==> src/rtl/gate_bist_pkg.sv <==
// Shared types and constants for the two-input gate self-test engine.
package gate_bist_pkg;

  typedef enum logic [1:0] {
    IDLE   = 2'd0,
    SETTLE = 2'd1,
    DONE   = 2'd2
  } state_e;

  localparam int NUM_VECTORS = 4;
  localparam logic [1:0] LAST_IDX = 2'(NUM_VECTORS - 1);

  // Truth tables indexed by {a,b}: bit 0 is a=0,b=0.
  localparam logic [3:0] TT_AND  = 4'b1000;
  localparam logic [3:0] TT_NAND = 4'b0111;
  localparam logic [3:0] TT_OR   = 4'b1110;
  localparam logic [3:0] TT_NOR  = 4'b0001;
  localparam logic [3:0] TT_XOR  = 4'b0110;
  localparam logic [3:0] TT_XNOR = 4'b1001;

endpackage

==> src/rtl/gate_bist_settle_cnt.sv <==
// Loadable 4-bit down-counter timing how long each vector is held.
module gate_bist_settle_cnt (
  input  logic       clk_i,
  input  logic       rst_i,
  input  logic       load_i,
  input  logic [3:0] load_val_i,
  input  logic       dec_i,
  output logic       zero_o
);

  logic [3:0] cnt_q;
  logic [3:0] cnt_d;

  always_comb begin
    cnt_d = cnt_q;
    if (load_i) begin
      cnt_d = load_val_i;
    end else if (dec_i && (cnt_q != 4'd0)) begin
      cnt_d = cnt_q - 4'd1;
    end
  end

  always_ff @(posedge clk_i or posedge rst_i) begin
    if (rst_i) begin
      cnt_q <= 4'd0;
    end else begin
      cnt_q <= cnt_d;
    end
  end

  assign zero_o = (cnt_q == 4'd0);

endmodule

==> src/rtl/gate_bist.sv <==
// Self-test engine: walks {a,b} through 00..11, samples y after a settle
// time and compares it with a captured expected truth table.
module gate_bist
  import gate_bist_pkg::*;
#(
  parameter int SETTLE_CYCLES = 2
) (
  input  logic       clk,
  input  logic       rst,
  input  logic       start,
  input  logic [3:0] exp_tt,
  input  logic       y,
  output logic       a,
  output logic       b,
  output logic       busy,
  output logic       done,
  output logic       pass,
  output logic [3:0] fail_mask
);

  localparam logic [3:0] RELOAD = 4'(SETTLE_CYCLES - 1);

  state_e     state_q;
  logic [1:0] idx_q;
  logic [3:0] exp_tt_q;
  logic [3:0] fail_mask_q;
  logic [3:0] fail_mask_d;
  logic       a_q, b_q, busy_q, done_q, pass_q;
  logic       cnt_zero, accept, sample, cnt_load, cnt_dec;

  // The single DONE cycle also serves as the earliest point a new start is
  // taken, so a held start yields runs spaced by exactly one idle cycle.
  assign accept   = start && ((state_q == IDLE) || (state_q == DONE));
  assign sample   = (state_q == SETTLE) && cnt_zero;
  assign cnt_load = accept || (sample && (idx_q != LAST_IDX));
  assign cnt_dec  = (state_q == SETTLE) && !cnt_zero;

  always_comb begin
    fail_mask_d        = fail_mask_q;
    fail_mask_d[idx_q] = fail_mask_q[idx_q] | (y != exp_tt_q[idx_q]);
  end

  gate_bist_settle_cnt u_settle_cnt (
    .clk_i      (clk),
    .rst_i      (rst),
    .load_i     (cnt_load),
    .load_val_i (RELOAD),
    .dec_i      (cnt_dec),
    .zero_o     (cnt_zero)
  );

  always_ff @(posedge clk) begin
    if (accept) begin
      exp_tt_q <= exp_tt;
    end
  end

  always_ff @(posedge clk or posedge rst) begin
    if (rst) begin
      state_q     <= IDLE;
      idx_q       <= 2'd0;
      a_q         <= 1'b0;
      b_q         <= 1'b0;
      busy_q      <= 1'b0;
      done_q      <= 1'b0;
      pass_q      <= 1'b0;
      fail_mask_q <= 4'd0;
    end else begin
      done_q <= 1'b0;
      case (state_q)
        IDLE, DONE: begin
          if (accept) begin
            state_q     <= SETTLE;
            idx_q       <= 2'd0;
            a_q         <= 1'b0;
            b_q         <= 1'b0;
            busy_q      <= 1'b1;
            pass_q      <= 1'b0;
            fail_mask_q <= 4'd0;
          end else begin
            state_q <= IDLE;
          end
        end
        SETTLE: begin
          if (sample) begin
            fail_mask_q <= fail_mask_d;
            if (idx_q != LAST_IDX) begin
              idx_q      <= idx_q + 2'd1;
              {a_q, b_q} <= idx_q + 2'd1;
            end else begin
              state_q    <= DONE;
              idx_q      <= 2'd0;
              {a_q, b_q} <= 2'b00;
              busy_q     <= 1'b0;
              done_q     <= 1'b1;
              pass_q     <= (fail_mask_d == 4'd0);
            end
          end
        end
        default: state_q <= IDLE;
      endcase
    end
  end

  assign a         = a_q;
  assign b         = b_q;
  assign busy      = busy_q;
  assign done      = done_q;
  assign pass      = pass_q;
  assign fail_mask = fail_mask_q;

endmodule
==> config.mk <==
export PLATFORM = sky130hd
export DESIGN_NAME = gate_bist
export DESIGN_NICKNAME = d
export VERILOG_FILES = /design/src/rtl/gate_bist_pkg.sv /design/src/rtl/gate_bist_settle_cnt.sv /design/src/rtl/gate_bist.sv
export SDC_FILE = /design/constraint.sdc
export NUM_CORES = 1
export LEC_CHECK = 0
export ABC_AREA = 1
export CORE_UTILIZATION = 45
export DETAILED_ROUTE_END_ITERATION = 10
export GPL_TIMING_DRIVEN = 0
export HOLD_SLACK_MARGIN = 0.08
export PLACE_DENSITY_LB_ADDON = 0.25
export SLEW_MARGIN = 30
export SYNTH_ARGS = -nofsm -noshare
export SYNTH_HDL_FRONTEND = slang
export SYNTH_HIERARCHICAL = 1
export SYNTH_SLANG_ARGS = --single-unit
==> constraint.sdc <==
create_clock -name clk -period 2.2 [get_ports clk]
set_input_delay 0.22 -clock clk [delete_from_list [all_inputs] [get_ports clk]]
set_output_delay 0.22 -clock clk [all_outputs]
set_load 0.05 [all_outputs]
==> summary by stage <==
Status
The run finished with clean final reports.

Die
The core footprint is about 0.0023 mm². In this run the core area contains 17 standard-cell rows. Measured along the y axis, the die boundary spans 51.2 µm. The floorplan die area is ~0.0026 mm².

The top-level I/O count is 17. The effective utilization at floorplan is slightly below 50%. The floorplan die width is 51.2 µm.

Power
The power density normalized to cell area is ~1400 mW/mm². Net switching is about half of the power. The maximum vdd ir drop is 0.931 mV.

The design internal power is between 0.9 and 1 mW. For this design the static power due to leakage is 0.672 nW. The share of total power dissipated in combinational logic is 59.2%. Summed over all nets, the switching power comes to between 0.9 and 1 mW. Per report_power, the sequential group accounts for 31.5% of the total. The share of total power dissipated in the clock network is 9.4%.

Cells and area
The most common cell after layout, fill and taps aside is sky130_fd_sc_hd__nand2_1. Cells with a size suffix above 1 make up between 10% and 20% of the layout. The post-layout utilization of the core is between 50% and 60%. Leaving out fill and tap cells, the most frequent cells in the layout are 41 x sky130_fd_sc_hd__nand2_1, 19 x sky130_fd_sc_hd__inv_1, 16 x sky130_fd_sc_hd__clkdlybuf4s50_1, 15 x sky130_fd_sc_hd__dfrtp_1, 10 x sky130_fd_sc_hd__nand3_1. The count of cells in the finished layout, fillers not included, comes to around 190. The antenna cell count is 0. The number of fillers in the final layout is 210. At the end of the flow, the number of nets in the layout was about 170.

The signed area change from the synthesized netlist to the final layout is 22.1%.

Critical path
Counting stages on the worst path, the most repeated cell is sky130_fd_sc_hd__inv_1. Along the worst path, the maximum fanout reaches 8. The worst setup path is launched from a flop. The count of buffer and inverter cells on the critical path is 6. The total number of cells along the worst setup path is 13. The critical path's slowest cell is sky130_fd_sc_hd__dfrtp_1. At the worst endpoint, the arrival time is approximately 2.1 ns. The signal on the critical path passes through inv_1 -> ha_1 -> nand2_2 -> inv_1 -> inv_1 -> nor2_1 -> inv_1 -> o21ai_4 -> inv_2 -> nand3b_1 -> nand2_1 -> clkinv_1 -> nand2_1.

The kind of cell with the highest combined delay on the critical path is buffers and inverters. In this design, the stage delay of the slowest critical-path cell is ~0.41 ns. The kind of end point of the critical path is a flop. The worst endpoint required time is roughly 2.4 ns. The number of cells traversed by the worst register-to-register path is 13. The class of the most critical setup path is reg2reg.

Synth
The share of synthesized area in the top cell type comes to between 30% and 40%. The biggest area contributor in the post-synthesis netlist is sky130_fd_sc_hd__dfrtp_1. Summing every instance area after synthesis gives 0.00109 mm². The area fraction in and, or, nand and nor cells after synthesis is between 30% and 40%. After Yosys synthesis, full adders, half adders and majority gates account for between 5 and 6% of the synthesized area. After synthesis, the largest family of logic cells by area is simple AND/OR/NAND/NOR gates. The xor/xnor share of the synthesized area is 0%. The share of cell area taken by muxes after synthesis is 0%.

The number of synthesized register bits is 19. By area the synthesized netlist is led by sky130_fd_sc_hd__dfrtp_1 34%, sky130_fd_sc_hd__nand2_1 14%, sky130_fd_sc_hd__edfxtp_1 11%. The sequential cell area fraction in the yosys report is between 40% and 50%.

The synthesized instance count is ~140. The mean post-synth cell area is 8.06 µm². During synthesis, Yosys emitted a total of 6 warnings. The unique cell type count in the Yosys netlist is 23. The synthesized netlist devotes ~6.0% of its cell area to compound gates.

STA
The relative max-transition margin is between 60% and 70%. The fmax is 0.521 GHz. Across all setup checks in the final design, the least slack found is around 0.28 ns.

For the final routed database, the setup TNS stands at 0 ns. Between clock sinks in the finished design, the worst skew comes to around 0.0057 ns. Counting I/O delays and the setup requirement, the final critical path takes 1.92 ns.

Dividing the final minimum period by the clock period gives approximately 87%. Setup violations remaining at the end of the flow were counted as 0. The number of hold violations in the final report is 0.

At the pin with the least slew margin, the transition time is around 0.5 ns. The number of max-slew violations in the final report came to 0. Setup repair after global routing left no endpoint under its margin. The final hold slack is 0.133 ns.

Clocking
The hold-fix buffer count after cts is 0. The root buffer cell chosen for the clock tree is sky130_fd_sc_hd__clkbuf_4. The TritonCTS buffer count is 3. CTS built an H-tree with a depth of 1. The clock-pin slew of the registers on the worst-case setup and hold paths is about 0.10 ns. The clock drives 19 sinks.

The maximum clock path buffer count is 2. The clock tree from TritonCTS is done. The later-pin clock latency in the skew report is 0.29 ns.

Global route
Entering global routing, the biggest net connects 12 pins. Summed over all layers, the global routing overflow is 0. The number of global-route vias before repair came to approximately 880. The first global-routing pass estimated 3680 µm of wire.

Global routing used slightly below 20% of the available tracks. The number of antenna violations at the first check in global routing was 0.

Route
The DRC violations left is 0. The total vias in the final route is approximately 900. The final wirelength is 2030 µm. The number of nets still failing antenna checks after routing is 0. In the final routed layout, each cell accounts on average for between 10 and 15 µm. In the routed layout, each cell is associated on average with a via count of 4.89. The number of detailed-route iterations in the first pass is 4.

The detailed router's first-iteration violation count is 29.

Placed design
The HPWL after detailed placement is roughly 1500 µm. The cell count after placement is ~180. The number of buffers inserted by port buffering is 16.

Routability-driven placement finished with a final weighted congestion of about 0.80. The post-placement worst setup slack is -0.221 ns.

Worst hold path
The class of the tightest hold or removal check is in2async.

Flow run
The number of max-cap violations is 0.
[registers in the layout, summed over array words and instances (netlist names), 2 cells and up]
signal and flops:
state_q 2, u_settle_cnt/cnt_q 4, fail_mask 4, exp_tt_q 4
[power by group through the flow]
stage | logic, mW | registers [mW] | clock network, mW
2_1_floorplan | 0.658 | 0.769 | 0
3_3_place_gp | 1.07 | 0.592 | 0
3_5_place_dp | 1.10 | 0.596 | 0
4_1_cts | 1.10 | 0.589 | 0.183
5_1_grt | 1.26 | 0.608 | 0.199
6_report | 1.11 | 0.590 | 0.176
[worst paths after layout]
kind | slack, ns | end | from
setup / recovery | 0.28 | u_settle_cnt/cnt_q[3] | u_settle_cnt/cnt_q[0]
hold / removal | 0.13 | u_settle_cnt/cnt_q[3] | rst
max in group asynchronous | 1.66 | b | rst
hold reg to reg | 0.50 | busy | busy
min in group clk | 0.47 | exp_tt_q[0] | exp_tt[0]
setup reg to reg | 0.28 | u_settle_cnt/cnt_q[3] | u_settle_cnt/cnt_q[0]
[synth_stat cells (all sizes together)]
| cell | count |
|---|---|
| nand2 | 47 |
| inv | 21 |
| dfrtp | 15 |
| nand3 | 14 |
| o21ai | 9 |
| nor2 | 7 |
| ha | 5 |
| edfxtp | 4 |
| nand4 | 4 |
| conb | 2 |
| nand3b | 2 |
| or2 | 2 |
| a21boi | 1 |
| a22o | 1 |
| clkinv | 1 |
[cell families (layout without fill, tap and decap cells)]
family,count (synthesis),after routing
adder cells (fa/ha/maj),5,5
buffers and inverters,22,42
other,2,4
AO/OA/AOI/OAI,11,11
flip-flops,19,19
AND/OR/NAND/NOR,76,76
[layout make-up]
type / instances / area (µm²) / area share [%]
Tap cell: 28 / 35.0 / 2.64
Timing Repair Buffer: 16 / 160 / 12.1
Inverter: 22 / 82.6 / 6.21
Multi-Input combinational cell: 96 / 529 / 39.8
Sequential cell: 19 / 495 / 37.3
Clock buffer: 4 / 26.3 / 1.98
[metal layers]
layer	track usage, %	part of all wire, %	up-vias
met1	21.5	46	415
met5	0	0	-
met2	35.1	49	19
li1	-	-	468
met4	8.33	1.2	0
met3	3.57	3.2	2
[metrics by stage]
step | power (mW) | area (µm²)
6_report | 1.88 | 1330
4_1_cts | 1.88 | 1320
5_1_grt | 2.07 | 1330
2_1_floorplan | 1.43 | 1100
3_5_place_dp | 1.69 | 1290
3_3_place_gp | 1.67 | 1290
[worst reg2reg max path: cells and delay by family (launching register included)]
kind	cells	cell delay, ns
AO/OA/AOI/OAI	1	0.29
buffers and inverters	6	0.54
adder cells (fa/ha/maj)	1	0.22
AND/OR/NAND/NOR	5	0.37
flip-flops	1	0.41
[timing repair]
| item | in CTS | in global routing |
|---|---|---|
| buffers inserted | 0 | 0 |
| endpoints found under the setup margin | 4 | 4 |
| gates cloned | 0 | 0 |
| gates resized for setup | 1 | 2 |
| hold endpoints to repair | 0 | 0 |
Power figures use the tool's default switching activity.
